===== src/rtl/pipe_pkg.sv =====
// Shared types for the pipeline skid register: occupancy-state enum and exception-cause type.
package pipe_pkg;

    localparam int unsigned OCC_W     = 2;
    localparam int unsigned EXC_W_DEF = 4;

    typedef logic [EXC_W_DEF-1:0] exc_code_t;

    typedef enum logic [OCC_W-1:0] {
        EMPTY = 2'd0,
        ONE   = 2'd1,
        FULL  = 2'd2
    } occ_state_t;

    // Encoding is chosen so the state value is the entry count.
    function automatic logic [OCC_W-1:0] occ_of(input occ_state_t s);
        return OCC_W'(s);
    endfunction

endpackage


===== src/rtl/pipe_skid_reg_if.sv =====
// Handshake bus between an upstream stage, the skid register and the downstream stage.
interface pipe_skid_reg_if
    import pipe_pkg::*;
#(
    parameter int unsigned DATA_W = 128,
    parameter int unsigned EXC_W  = 4
);

    logic              in_valid;
    logic              in_ready;
    logic [DATA_W-1:0] in_data;
    logic              in_exc;
    logic [EXC_W-1:0]  in_exc_code;
    logic              out_valid;
    logic              out_ready;
    logic [DATA_W-1:0] out_data;
    logic              out_exc;
    logic [EXC_W-1:0]  out_exc_code;
    logic [OCC_W-1:0]  occ;

    modport slave (
        input  in_valid, in_data, in_exc, in_exc_code, out_ready,
        output in_ready, out_valid, out_data, out_exc, out_exc_code, occ
    );

    modport master (
        output in_valid, in_data, in_exc, in_exc_code, out_ready,
        input  in_ready, out_valid, out_data, out_exc, out_exc_code, occ
    );

endinterface


===== src/rtl/pipe_slot.sv =====
// One held pipeline entry: payload, exception flag and cause, with load / clear / hold.
module pipe_slot #(
    parameter int unsigned DATA_W = 128,
    parameter int unsigned EXC_W  = 4
) (
    input  logic              clk,
    input  logic              rst,
    input  logic              load,
    input  logic              clr,
    input  logic [DATA_W-1:0] d_data,
    input  logic              d_exc,
    input  logic [EXC_W-1:0]  d_code,
    output logic [DATA_W-1:0] q_data,
    output logic              q_exc,
    output logic [EXC_W-1:0]  q_code
);

    logic [DATA_W-1:0] data_q, data_d;
    logic              exc_q, exc_d;
    logic [EXC_W-1:0]  code_q, code_d;

    // Clear wins so an emptied slot always presents zeros.
    always_comb begin
        data_d = data_q;
        exc_d  = exc_q;
        code_d = code_q;
        if (clr) begin
            data_d = '0;
            exc_d  = 1'b0;
            code_d = '0;
        end else if (load) begin
            data_d = d_data;
            exc_d  = d_exc;
            code_d = d_code;
        end
    end

    always_ff @(posedge clk) begin
        if (rst) begin
            data_q <= '0;
            exc_q  <= 1'b0;
            code_q <= '0;
        end else begin
            data_q <= data_d;
            exc_q  <= exc_d;
            code_q <= code_d;
        end
    end

    assign q_data = data_q;
    assign q_exc  = exc_q;
    assign q_code = code_q;

endmodule


===== src/rtl/pipe_skid_reg.sv =====
// Pipeline register with optional two-entry skid buffer (define PIPE_SKID_EN) and exception capture.
module pipe_skid_reg
    import pipe_pkg::*;
#(
    parameter int unsigned       DATA_W    = 128,
    parameter int unsigned       EXC_W     = 4,
    parameter logic [DATA_W-1:0] KEEP_MASK = '1
) (
    input logic            clk,
    input logic            rst,
    input logic            flush,
    pipe_skid_reg_if.slave bus
);

    occ_state_t        state_q, state_d;
    logic              out_valid, in_ready;
    logic              accept, consume;
    logic [DATA_W-1:0] cap_data;
    logic [EXC_W-1:0]  cap_code;
    logic              head_load, head_clr;
    logic [DATA_W-1:0] head_d_data, head_data;
    logic              head_d_exc, head_exc;
    logic [EXC_W-1:0]  head_d_code, head_code;

    assign out_valid = (state_q != EMPTY);
    assign accept    = bus.in_valid & in_ready & ~flush;
    assign consume   = out_valid & bus.out_ready;

    // Exception beats keep only the masked payload bits; clean beats carry no cause.
    always_comb begin
        cap_data = bus.in_data;
        cap_code = '0;
        if (bus.in_exc) begin
            cap_data = bus.in_data & KEEP_MASK;
            cap_code = bus.in_exc_code;
        end
    end

    always_ff @(posedge clk) begin
        if (rst) state_q <= EMPTY;
        else     state_q <= state_d;
    end

`ifdef PIPE_SKID_EN
    logic              in_ready_q, in_ready_d;
    logic              skid_load, skid_clr, head_from_skid;
    logic [DATA_W-1:0] skid_data;
    logic              skid_exc;
    logic [EXC_W-1:0]  skid_code;

    always_comb begin
        state_d        = state_q;
        head_load      = 1'b0;
        head_clr       = 1'b0;
        skid_load      = 1'b0;
        skid_clr       = 1'b0;
        head_from_skid = 1'b0;
        if (flush) begin
            state_d  = EMPTY;
            head_clr = 1'b1;
            skid_clr = 1'b1;
        end else begin
            case (state_q)
                EMPTY: if (accept) begin
                    state_d   = ONE;
                    head_load = 1'b1;
                end
                ONE: if (accept && consume) begin
                    head_load = 1'b1;
                end else if (accept) begin
                    state_d   = FULL;
                    skid_load = 1'b1;
                end else if (consume) begin
                    state_d  = EMPTY;
                    head_clr = 1'b1;
                end
                FULL: if (consume) begin
                    state_d        = ONE;
                    head_load      = 1'b1;
                    head_from_skid = 1'b1;
                    skid_clr       = 1'b1;
                end
                default: state_d = EMPTY;
            endcase
        end
        in_ready_d = (state_d != FULL);
    end

    // Registered ready breaks the out_ready -> in_ready path.
    always_ff @(posedge clk) begin
        if (rst) in_ready_q <= 1'b1;
        else     in_ready_q <= in_ready_d;
    end

    assign in_ready    = in_ready_q;
    assign head_d_data = head_from_skid ? skid_data : cap_data;
    assign head_d_exc  = head_from_skid ? skid_exc  : bus.in_exc;
    assign head_d_code = head_from_skid ? skid_code : cap_code;

    pipe_slot #(.DATA_W(DATA_W), .EXC_W(EXC_W)) u_skid (
        .clk    (clk),
        .rst    (rst),
        .load   (skid_load),
        .clr    (skid_clr),
        .d_data (cap_data),
        .d_exc  (bus.in_exc),
        .d_code (cap_code),
        .q_data (skid_data),
        .q_exc  (skid_exc),
        .q_code (skid_code)
    );
`else
    always_comb begin
        state_d   = state_q;
        head_load = 1'b0;
        head_clr  = 1'b0;
        if (flush) begin
            state_d  = EMPTY;
            head_clr = 1'b1;
        end else if (accept) begin
            state_d   = ONE;
            head_load = 1'b1;
        end else if (consume) begin
            state_d  = EMPTY;
            head_clr = 1'b1;
        end
    end

    assign in_ready    = ~out_valid | bus.out_ready;
    assign head_d_data = cap_data;
    assign head_d_exc  = bus.in_exc;
    assign head_d_code = cap_code;
`endif

    pipe_slot #(.DATA_W(DATA_W), .EXC_W(EXC_W)) u_head (
        .clk    (clk),
        .rst    (rst),
        .load   (head_load),
        .clr    (head_clr),
        .d_data (head_d_data),
        .d_exc  (head_d_exc),
        .d_code (head_d_code),
        .q_data (head_data),
        .q_exc  (head_exc),
        .q_code (head_code)
    );

    assign bus.in_ready     = in_ready;
    assign bus.out_valid    = out_valid;
    assign bus.out_data     = head_data;
    assign bus.out_exc      = head_exc;
    assign bus.out_exc_code = head_code;
    assign bus.occ          = occ_of(state_q);

endmodule


===== src/flat_wrapper.sv =====
// flat-port wrapper written by rule: the top's interface ports become plain ports
module pipe_skid_reg_flat import pipe_pkg::*;
#(
    parameter int unsigned       DATA_W    = 128,
    parameter int unsigned       EXC_W     = 4,
    parameter logic [DATA_W-1:0] KEEP_MASK = '1
)
  (clk, rst, flush, bus_in_valid, bus_in_data, bus_in_exc, bus_in_exc_code, bus_out_ready, bus_in_ready, bus_out_valid, bus_out_data, bus_out_exc, bus_out_exc_code, bus_occ);
  pipe_skid_reg_if #(.DATA_W(DATA_W), .EXC_W(EXC_W)) bus_i ();
  input logic clk;
  input logic rst;
  input logic flush;
  input wire logic [$bits(bus_i.in_valid)-1:0] bus_in_valid;
  input wire logic [$bits(bus_i.in_data)-1:0] bus_in_data;
  input wire logic [$bits(bus_i.in_exc)-1:0] bus_in_exc;
  input wire logic [$bits(bus_i.in_exc_code)-1:0] bus_in_exc_code;
  input wire logic [$bits(bus_i.out_ready)-1:0] bus_out_ready;
  output wire logic [$bits(bus_i.in_ready)-1:0] bus_in_ready;
  output wire logic [$bits(bus_i.out_valid)-1:0] bus_out_valid;
  output wire logic [$bits(bus_i.out_data)-1:0] bus_out_data;
  output wire logic [$bits(bus_i.out_exc)-1:0] bus_out_exc;
  output wire logic [$bits(bus_i.out_exc_code)-1:0] bus_out_exc_code;
  output wire logic [$bits(bus_i.occ)-1:0] bus_occ;
  assign bus_i.in_valid = bus_in_valid;
  assign bus_i.in_data = bus_in_data;
  assign bus_i.in_exc = bus_in_exc;
  assign bus_i.in_exc_code = bus_in_exc_code;
  assign bus_i.out_ready = bus_out_ready;
  assign bus_in_ready = bus_i.in_ready;
  assign bus_out_valid = bus_i.out_valid;
  assign bus_out_data = bus_i.out_data;
  assign bus_out_exc = bus_i.out_exc;
  assign bus_out_exc_code = bus_i.out_exc_code;
  assign bus_occ = bus_i.occ;
  pipe_skid_reg #(.DATA_W(DATA_W), .EXC_W(EXC_W), .KEEP_MASK(KEEP_MASK)) u_core (.clk(clk), .rst(rst), .flush(flush), .bus(bus_i));
endmodule

===== config.mk =====
export PLATFORM = sky130hd
export DESIGN_NAME = pipe_skid_reg_flat
export DESIGN_NICKNAME = d
export VERILOG_FILES = /design/src/rtl/pipe_pkg.sv /design/src/rtl/pipe_skid_reg_if.sv /design/src/rtl/pipe_slot.sv /design/src/rtl/pipe_skid_reg.sv /design/src/flat_wrapper.sv
export SDC_FILE = /design/constraint.sdc
export NUM_CORES = 1
export LEC_CHECK = 0
export ABC_CLOCK_PERIOD_IN_PS = 4000
export CELL_PAD_IN_SITES_DETAIL_PLACEMENT = 0
export CELL_PAD_IN_SITES_GLOBAL_PLACEMENT = 1
export CORE_AREA = 2 2 137 139
export DETAILED_ROUTE_END_ITERATION = 16
export DIE_AREA = 0 0 139 141
export GPL_TIMING_DRIVEN = 1
export PLACE_DENSITY = 0.87
export SETUP_SLACK_MARGIN = 0.02
export SYNTH_ARGS = -nofsm -noshare
export SYNTH_HDL_FRONTEND = slang
export SYNTH_SLANG_ARGS = --single-unit
export TNS_END_PERCENT = 1

===== constraint.sdc =====
create_clock -name clk -period 4 [get_ports clk]
set_clock_uncertainty 0.15 [all_clocks]
set_input_delay 0.6 -clock clk [delete_from_list [all_inputs] [get_ports clk]]
set_output_delay 0.6 -clock clk [all_outputs]
set_load 0.005 [all_outputs]

Word level (Yosys, flattened, before mapping)
Cells that the tools add are included.
Widths: inputs -> output; s select.
- reductions and logical operators: 3
- muxes and demuxes: 8
- bitwise logic cells: 6
- operator list (kind ; number):
    $mux 1 ; 7
    $mux 4 ; 1
    $reduce_or 2->1 ; 2
    $and 1x1->1 ; 3
    $not 1->1 ; 2
    $reduce_bool 2->1 ; 1
    $or 1x1->1 ; 1
- input port bits: 138
- word-level logic and storage cells: 21
- register bits: 134

Longest topological paths before layout
Gate-level depths: netlist (run 1).
- depth after elaboration: 7
- gate-level depth with buffers: 8
- depth with buffers taken out: 4

Modules after synthesis
From an unflattened synthesis (run 1), not the netlist that was laid out.
- cells, all modules: 443
- area, all modules: 4863.4 um2
- by module, submodules not included (module ; cells each ; times used ; seq. area each (um2) ; area each (um2)):
    pipe_slot ; 430 ; 1 ; 2662.6 ; 4748.3
    pipe_skid_reg ; 13 ; 1 ; 20.0 ; 115.1

Worst setup path before layout (run 1)
Ideal clock, no wire load.
- path type: input-to-output
- start point: input bus_out_ready
- end point: output bus_in_ready
- stages: 5
- setup slack: 2.080 ns
- arrival: 1.170 ns
- path buffers: 3
- required time: 3.250 ns
- path through: nor2b_1 -> buf_6 -> buf_6 -> inv_4 -> buf_2
- word-level cells in the longest chain between the ends: 1
- ends and longest elaborated chain (what ; RTL line ; text):
    from (decl) ; flat_wrapper.sv:17 ; input wire logic [$bits(bus_i.out_ready)-1:0] bus_out_ready;
    $or 1x1->1 ; pipe_skid_reg.sv:129 ; assign in_ready = ~out_valid | bus.out_ready;
    to (decl) ; flat_wrapper.sv:18 ; output wire logic [$bits(bus_i.in_ready)-1:0] bus_in_ready;
Every way passes these cells.

Worst setup path in the final report (run 1)
Ends and elaborated chain as after synthesis.

==> results_dict.tcl, run 1 <==
set metrics [dict create \
    status "complete, no violations" \
    hold_depth 2 \
    hold_viol_final 0 \
    final_net_count 983 \
    dr.pass1.iters 4 \
    die_h_um 141 \
    ff_latch_area_mm2 0.00268 \
    track_usage 0.175 \
    period_share 0.643 \
    antenna_found_initial 0 \
    worst-r2r-setup-slack_ns 2.10 \
    final_area_mm2 0.00855 \
    netlist_instances 616 \
    grt_pass1_wl_um 27800 \
    fill_cells 1807 \
    yosys_warnings 0 \
    dpl_cell_area_mm2 0.00792 \
    cp_max_fo 3 \
    critPathRequiredTime_ns 3.25 \
    slew_violations 0 \
    drt_iter0_markers 261 \
    period_minus_slack_ns 2.57 \
    synth_area_leaders "dfxtp_1 52%, a21oi_1 13%, o21ai_0 13%" \
    multi_input_comb_area_mm2 0.00206 \
    start_util 0.283 \
    finalSetupViolCount 0 \
    coreArea_mm2 0.0183 \
    viasPerCell 5.04 \
    port_buffers 273 \
    hold_start "u_core.u_head.q_code[3]" \
    worst_setup_path_end_kind "output pin" \
    p_per_area_mw_per_mm2 399 \
    reg2reg_from "u_core.bus.occ[0]" \
    utilization 0.468 \
    tns_ns 0 \
    antenna_left 0 \
    drcViolationCount 0 \
    root_buffer "clkbuf_16" \
    dpl.hpwl_um 11000 \
    grt_max_degree 135 \
    p_leak_nw 2.82 \
    gp_congestion 0.774 \
    final_cells 1091 \
    grt-ovfl-total 0 \
    tightest_slew_ns 0.737 \
    syn_avg_cell_area_um2 8.39 \
    diodes 0 \
    fmax_ghz 0.389 \
    drive_gt1_frac 0.0548 \
    synth_nets 754 \
    final_cell_mix "273 x clkdlybuf4s50_1, 134 x dfxtp_1, 133 x o21ai_0, 133 x a21oi_1, 129 x nand3_1" \
    io_pins 275 \
    die_area_mm2 0.0196 \
    synthToLayoutAreaGrowth_pct 65.3 \
    clk_pin_slew_worst_paths_ns 0.06 \
    post_cts_resized 0 \
    fp.dieW_um 139 \
    synth_cell_types 18 \
    final_common_cell "clkdlybuf4s50_1" \
    yosysSeqAreaShare 0.519 \
    clock_path_buffers 2 \
    grt_pass1_vias 5187 \
    yosysTopAreaCell "dfxtp_1" \
    synth_top_area_frac 0.519 \
    rows 50 \
    slew_headroom 0.509 \
    cts_buffers 17 \
    max-cap-violations 0 \
    post_cts_buffers 0 \
    synthesis.area_mm2 0.00517 \
    reg2reg_depth 4 \
    hold_end "u_core.u_head.q_code[3]" \
    postCtsHoldBufs 0 \
    grt_setup_unrepaired "no" \
    hold_ws_ns 0.322 \
    critPathKind "primary input to output pin" \
    cp-start-kind "primary input" \
    cts.sinks 134 \
    hold_class "flip-flop to flip-flop" \
    via_count 5497 \
    routed_wirelength_um 17900 \
    synth_seq_cells 134 \
    routedWlPerCell_um 16.4 \
    cp.arrival_ns 1.82 \
    reg2reg_to "u_core.u_head.q_data[78]" \
    dp_cells 1060 \
    cts_tree "built" \
    clock_latency_ns 0.41 \
    ir_drop_mv 0.269 \
    htree_levels 4 \
]
==> critical path, stage by stage <==
cell and delay [ns]:
clkdlybuf4s50_1 0.57, nor2b_4 0.09, inv_4 0.07, clkdlybuf4s50_1 0.49
==> logic make-up (layout without fill, tap and decap cells) <==
logic type             after synthesis  after routing  synth area share
AO/OA/AOI/OAI                      268            268             0.261
AND/OR/NAND/NOR                    136            136             0.134
buffers and inverters               77            318            0.0861
flip-flops                         134            134             0.519
other                                1              1          0.000725
==> worst max path at each step <==
stage,slack [ns],endpoint,startpoint,depth (start not counted)
finish,1.43,bus_in_ready,bus_out_ready,4
detailed placement,1.34,u_core.u_head.q_code[2],flush,5
CTS,1.39,bus_in_ready,bus_out_ready,4
global route,1.38,bus_in_ready,bus_out_ready,4
global placement,1.39,u_core.u_head.q_data[8],bus_in_valid,5
floorplan,2.08,bus_in_ready,bus_out_ready,5
==> state kept, by name, summed over array words and instances (netlist names) <==
register              flops
u_core.bus.occ            1
u_core.u_head.q_code      4
u_core.u_head.q_data    128
u_core.u_head.q_exc       1
==> routing by layer <==
layer / up-vias / wire (µm) / track usage
li1: 2658 / - / -
met4: 0 / 260 / 0.0564
met2: 217 / 8000 / 0.264
met1: 2606 / 8010 / 0.227
met3: 16 / 1660 / 0.0740
met5: - / 0 / 0
==> synthesized netlist by cell type (all sizes together) <==
library cell,instances
a21oi,133
nand3,129
inv,2
nor2b,1
a211oi,1
buf,38
nand2b,1
dfxtp,134
nand4,4
clkbuf,37
conb,1
and2b,1
a311o,1
o21ai,133
==> stage by stage <==
stage | power [mW] | setup WS (ns)
after floorplan | 1.54 | 2.08
after global placement | 1.77 | 1.39
after detailed placement | 1.77 | 1.34
after CTS | 3.46 | 1.39
after global routing | 3.57 | 1.38
final | 3.41 | 1.43
==> where the power goes <==
| group | leakage (nW) | total, mW | internal (mW) | switching (mW) |
|---|---|---|---|---|
| Combinational | 1.43 | 0.362 | 0.208 | 0.154 |
| Clock | 0.307 | 1.67 | 1.08 | 0.592 |
| Sequential | 1.09 | 1.38 | 1.36 | 0.0133 |
| Total | 2.82 | 3.41 | 2.65 | 0.760 |
==> layout make-up <==
type,instances,share of cell area
Tap cell,234,0.0342
Multi-Input combinational cell,405,0.241
Clock inverter,11,0.0202
Sequential cell,134,0.314
Clock buffer,20,0.0534
Timing Repair Buffer,285,0.336
Inverter,2,0.00117
(Power assumes the default switching activity.)
==> run 2, diff against run 1 <==
--- a/config.mk
+++ b/config.mk
@@ -5,14 +5,14 @@
 export SDC_FILE = /design/constraint.sdc
 export NUM_CORES = 1
 export LEC_CHECK = 0
-export ABC_CLOCK_PERIOD_IN_PS = 4000
+export ABC_CLOCK_PERIOD_IN_PS = 2100
 export CELL_PAD_IN_SITES_DETAIL_PLACEMENT = 0
 export CELL_PAD_IN_SITES_GLOBAL_PLACEMENT = 1
-export CORE_AREA = 2 2 137 139
+export CORE_AREA = 2 2 147 149
 export DETAILED_ROUTE_END_ITERATION = 16
-export DIE_AREA = 0 0 139 141
+export DIE_AREA = 0 0 149 151
 export GPL_TIMING_DRIVEN = 1
-export PLACE_DENSITY = 0.87
+export PLACE_DENSITY = 0.81
 export SETUP_SLACK_MARGIN = 0.02
 export SYNTH_ARGS = -nofsm -noshare
 export SYNTH_HDL_FRONTEND = slang
==> constraint.sdc (replaced) <==
create_clock -name clk -period 2.1 [get_ports clk]
set_clock_uncertainty 0.15 [all_clocks]
set_input_delay 0.315 -clock clk [delete_from_list [all_inputs] [get_ports clk]]
set_output_delay 0.315 -clock clk [all_outputs]
set_load 0.005 [all_outputs]
==> run 2 against run 1 <==
Register-to-register slack worse by 1.7 ns. First-iteration DRC count fell by 8.0%. Critical endpoint unchanged. Combinational power up 96%. Sequential cell count stayed put. Global-route usage fell by 1.8 points. Sequential power grew 90%. Largest power group unchanged. Final cell count rose by 3.9%. Hold slack worse by 0.0047 ns.
==> results_dict.tcl, run 2 (same netlist as run 1, synthesis figures left out) <==
set metrics [dict create \
    worst_setup_path_end_kind "output pin" \
    postCtsHoldBufs 0 \
    antenna_left 0 \
    critPathRequiredTime_ns 1.63 \
    dpl_cell_area_mm2 0.00805 \
    timing.final.ws_setup_ns 0.117 \
    cts.sinks 134 \
    fmax_ghz 0.504 \
    drive_gt1_frac 0.0582 \
    ir_drop_mv 0.519 \
    cts_buffers 17 \
    dpl.hpwl_um 11500 \
    viasPerCell 4.87 \
    power_mw 6.49 \
    p_per_area_mw_per_mm2 748 \
    tns_ns 0 \
    drt_iter0_markers 240 \
    gp_congestion 0.686 \
    final_net_count 985 \
    htree_levels 4 \
    antenna_found_initial 0 \
    via_count 5517 \
    io_pins 275 \
    cp_max_fo 3 \
    finalSetupViolCount 0 \
    critPathKind "primary input to output pin" \
    worst-r2r-setup-slack_ns 0.43 \
    coreArea_mm2 0.0208 \
    slew_headroom 0.633 \
    synthToLayoutAreaGrowth_pct 67.7 \
    drcViolationCount 0 \
    cp-start-kind "primary input" \
    pre_cts_ws_ns 0.0655 \
    grt_setup_unrepaired "no" \
    final_common_cell "clkdlybuf4s50_1" \
    p_leak_nw 2.84 \
    largest_reg_flops 128 \
    clock_path_buffers 2 \
    clk_pin_slew_worst_paths_ns 0.06 \
    fp.dieW_um 149 \
    grt-ovfl-total 0 \
    tightest_slew_ns 0.550 \
    diodes 0 \
    final_cell_mix "273 x clkdlybuf4s50_1, 133 x o21ai_0, 133 x a21oi_1, 133 x dfxtp_1, 129 x nand3_1" \
    period_minus_slack_ns 1.98 \
    routed_wirelength_um 18200 \
    die_h_um 151 \
    period_share 0.944 \
    track_usage 0.157 \
    cp.arrival_ns 1.52 \
    status "complete, no violations" \
    cts_tree "built" \
    final_area_mm2 0.00867 \
    hold_class "primary input to flip-flop" \
    grt_max_degree 134 \
    grt_pass1_wl_um 28100 \
    root_buffer "clkbuf_16" \
    max-cap-violations 0 \
    hold_ws_ns 0.317 \
    port_buffers 273 \
    rows 53 \
    hold_viol_final 0 \
    start_util 0.248 \
    routedWlPerCell_um 16.0 \
    grt_pass1_vias 5239 \
    dr.pass1.iters 4 \
    slew_violations 0 \
    die_area_mm2 0.0225 \
    clock_latency_ns 0.40 \
]
[run 2: changes by cell type in the layout (fill, tap and decap cells not counted)]
cell / change
dfxtp_2: +1
dfxtp_1: -1
clkbuf_8: -1
clkinvlp_4: +2
inv_6: -2
clkinv_4: +1
buf_4: -3
buf_12: +5
[run 2: worst max-delay path, stage by stage]
cell             delay (ns)
clkdlybuf4s50_1        0.53
nor2b_4                0.07
inv_4                  0.09
clkdlybuf4s50_1        0.51
[run 2: where the power goes]
| group | switching [mW] | internal (mW) |
|---|---|---|
| clock network | 1.14 | 2.01 |
| logic | 0.299 | 0.409 |
| registers | 0.0245 | 2.60 |
[run 2: cell type report]
class	count	area [µm²]
Fill cell	2103	12200
Multi-Input combinational cell	405	2060
Timing Repair Buffer	287	2950
Tap cell	275	344
Clock buffer	19	443
Clock inverter	12	179
Sequential cell	134	2680
Inverter	2	10.0
[run 2: layer usage]
layer / share of wire / GRT usage / vias to the layer above
met1: 0.44 / 0.200 / 2617
met4: 0.0085 / 0.0405 / 0
met5: 0 / 0 / -
met3: 0.10 / 0.0623 / 10
li1: - / - / 2660
met2: 0.45 / 0.248 / 230
[run 2: worst paths after layout]
path,start,to,cells past startpoint
worst max-delay path,bus_out_ready,bus_in_ready,4
worst min-delay path,bus_in_data[18],u_core.u_head.q_data[18],3
worst max register to register,u_core.bus.occ[0],u_core.u_head.q_data[79],4
worst min register to register,u_core.u_head.q_data[44],u_core.u_head.q_data[44],2
[run 2: repair_timing]
action,CTS,global route
setup buffers,0,0
resized for setup,0,1
endpoints found under the setup margin,0,1
[run 2: through the flow]
step	cells	util
after floorplan	616	-
after global placement	1103	0.387
after detailed placement	1103	0.387
after CTS	1134	0.416
after global routing	1134	0.416
final	1134	0.416
==> run 3, diff against run 2 <==
--- a/config.mk
+++ b/config.mk
@@ -8,11 +8,12 @@
 export ABC_CLOCK_PERIOD_IN_PS = 2100
 export CELL_PAD_IN_SITES_DETAIL_PLACEMENT = 0
 export CELL_PAD_IN_SITES_GLOBAL_PLACEMENT = 1
-export CORE_AREA = 2 2 147 149
+export CORE_AREA = 2 2 119 121
 export DETAILED_ROUTE_END_ITERATION = 16
-export DIE_AREA = 0 0 149 151
+export DIE_AREA = 0 0 121 123
+export DONT_BUFFER_PORTS = 1
 export GPL_TIMING_DRIVEN = 1
-export PLACE_DENSITY = 0.81
+export PLACE_DENSITY = 0.77
 export SETUP_SLACK_MARGIN = 0.02
 export SYNTH_ARGS = -nofsm -noshare
 export SYNTH_HDL_FRONTEND = slang
==> run 3 against run 2 <==
Register-to-register slack lost 0.14 ns. Core utilization grew 10 points. Power shrank 8.2%. Non-clock buffer count shrank 141. Combinational power shrank 27%. Global-route usage grew 5.0 points. Via count shrank 6.9%.
==> results_dict.tcl, run 3 (same netlist as run 1, synthesis figures left out) <==
set metrics [dict create \
    status "complete, no violations" \
    clock_latency_ns 0.40 \
    coreArea_mm2 0.0136 \
    routedWlPerCell_um 18.3 \
    critPathRequiredTime_ns 1.63 \
    drive_gt1_frac 0.0640 \
    grt_max_degree 134 \
    cts_buffers 17 \
    clock_path_buffers 2 \
    grt_setup_unrepaired "no" \
    io_pins 275 \
    port_buffers 0 \
    p_per_area_mw_per_mm2 845 \
    start_util 0.380 \
    power_mw 5.96 \
    htree_levels 4 \
    tightest_slew_ns 0.741 \
    die_area_mm2 0.0149 \
    final_common_cell "dlygate4sd3_1" \
    drcViolationCount 0 \
    grt-ovfl-total 0 \
    p_leak_nw 2.35 \
    via_count 5134 \
    period_minus_slack_ns 1.81 \
    hold_class "primary input to flip-flop" \
    finalSetupViolCount 0 \
    final_cell_mix "136 x dlygate4sd3_1, 134 x dfxtp_1, 133 x o21ai_0, 133 x a21oi_1, 129 x nand3_1" \
    critPathKind "flip-flop to output pin" \
    diodes 0 \
    period_share 0.861 \
    final_net_count 844 \
    root_buffer "clkbuf_16" \
    hold_viol_final 0 \
    drt_iter0_markers 355 \
    fp.dieW_um 121 \
    slew_headroom 0.506 \
    cp_max_fo 63 \
    largest_reg_flops 128 \
    slew_violations 0 \
    cts.sinks 134 \
    synthToLayoutAreaGrowth_pct 36.4 \
    post_cts_resized 0 \
    fmax_ghz 0.553 \
    dpl.hpwl_um 9070 \
    antenna_found_initial 0 \
    worst_setup_path_end_kind "output pin" \
    dr.pass1.iters 5 \
    gp_congestion 0.719 \
    hold_depth 3 \
    routed_wirelength_um 16500 \
    viasPerCell 5.71 \
    tns_ns 0 \
    rows 43 \
    cp.arrival_ns 1.34 \
    track_usage 0.207 \
    cp-start-kind "flip-flop" \
    grt_pass1_wl_um 24500 \
    max-cap-violations 0 \
    clk_pin_slew_worst_paths_ns 0.06 \
    antenna_left 0 \
    die_h_um 123 \
    ir_drop_mv 0.411 \
    grt_pass1_vias 4854 \
    reg2reg_depth 4 \
    cts_tree "built" \
]
-- run 3: worst paths after layout --
path | from | endpoint | slack, ns
setup / recovery | u_core.bus.occ[0] | bus_in_ready | 0.29
hold / removal | bus_in_valid | u_core.u_head.q_data[36] | 0.23
setup reg to reg | u_core.bus.occ[0] | u_core.u_head.q_data[31] | 0.29
hold reg to reg | u_core.u_head.q_data[95] | u_core.u_head.q_data[95] | 0.35
-- run 3: repair_timing --
action                                 4_1_cts  5_1_grt
hold buffers                               136        0
buffers inserted                             0        0
endpoints found under the hold margin      134        0
-- run 3: cell type report --
cell class	instances	area (µm²)
Fill cell	1175	6560
Sequential cell	134	2680
Multi-Input combinational cell	405	2060
Timing Repair Buffer	146	1510
Clock buffer	20	457
Tap cell	180	225
Clock inverter	12	104
Inverter	2	10.0
-- run 3: critical path, stage by stage (launching register included) --
cell     delay (ns)
dfxtp_1        0.42
nor2b_4        0.25
inv_4          0.05
buf_12         0.17
-- run 3: where the power goes --
part / internal [mW] / switching (mW) / total, mW / leakage [nW]
Clock: 1.69 / 1.11 / 2.80 / 0.272
Combinational: 0.257 / 0.260 / 0.517 / 0.990
Sequential: 2.60 / 0.0446 / 2.64 / 1.09
Total: 4.54 / 1.41 / 5.96 / 2.35
-- run 3: metrics by stage --
stage          hold slack, ns  setup WS [ns]  instance area (µm²)  utilization  std cells
5_1_grt                 0.230          0.205                 7050        0.518        899
2_1_floorplan           0.238          0.646                 5170            -        616
3_5_place_dp            0.243          0.378                 5130        0.377        731
6_report                0.228          0.292                 7050        0.518        899
4_1_cts                 0.202          0.263                 7050        0.518        899
3_3_place_gp            0.240          0.437                 5130        0.377        731
-- run 3: per-layer routing --
layer / global-route usage / part of all wire / up-vias / routed length (µm)
met3: 0.0738 / 0.11 / 30 / 1770
li1: - / - / 2378 / -
met4: 0.0916 / 0.022 / 0 / 367
met1: 0.233 / 0.38 / 2418 / 6210
met5: 0 / 0 / - / 0
met2: 0.355 / 0.49 / 308 / 8120
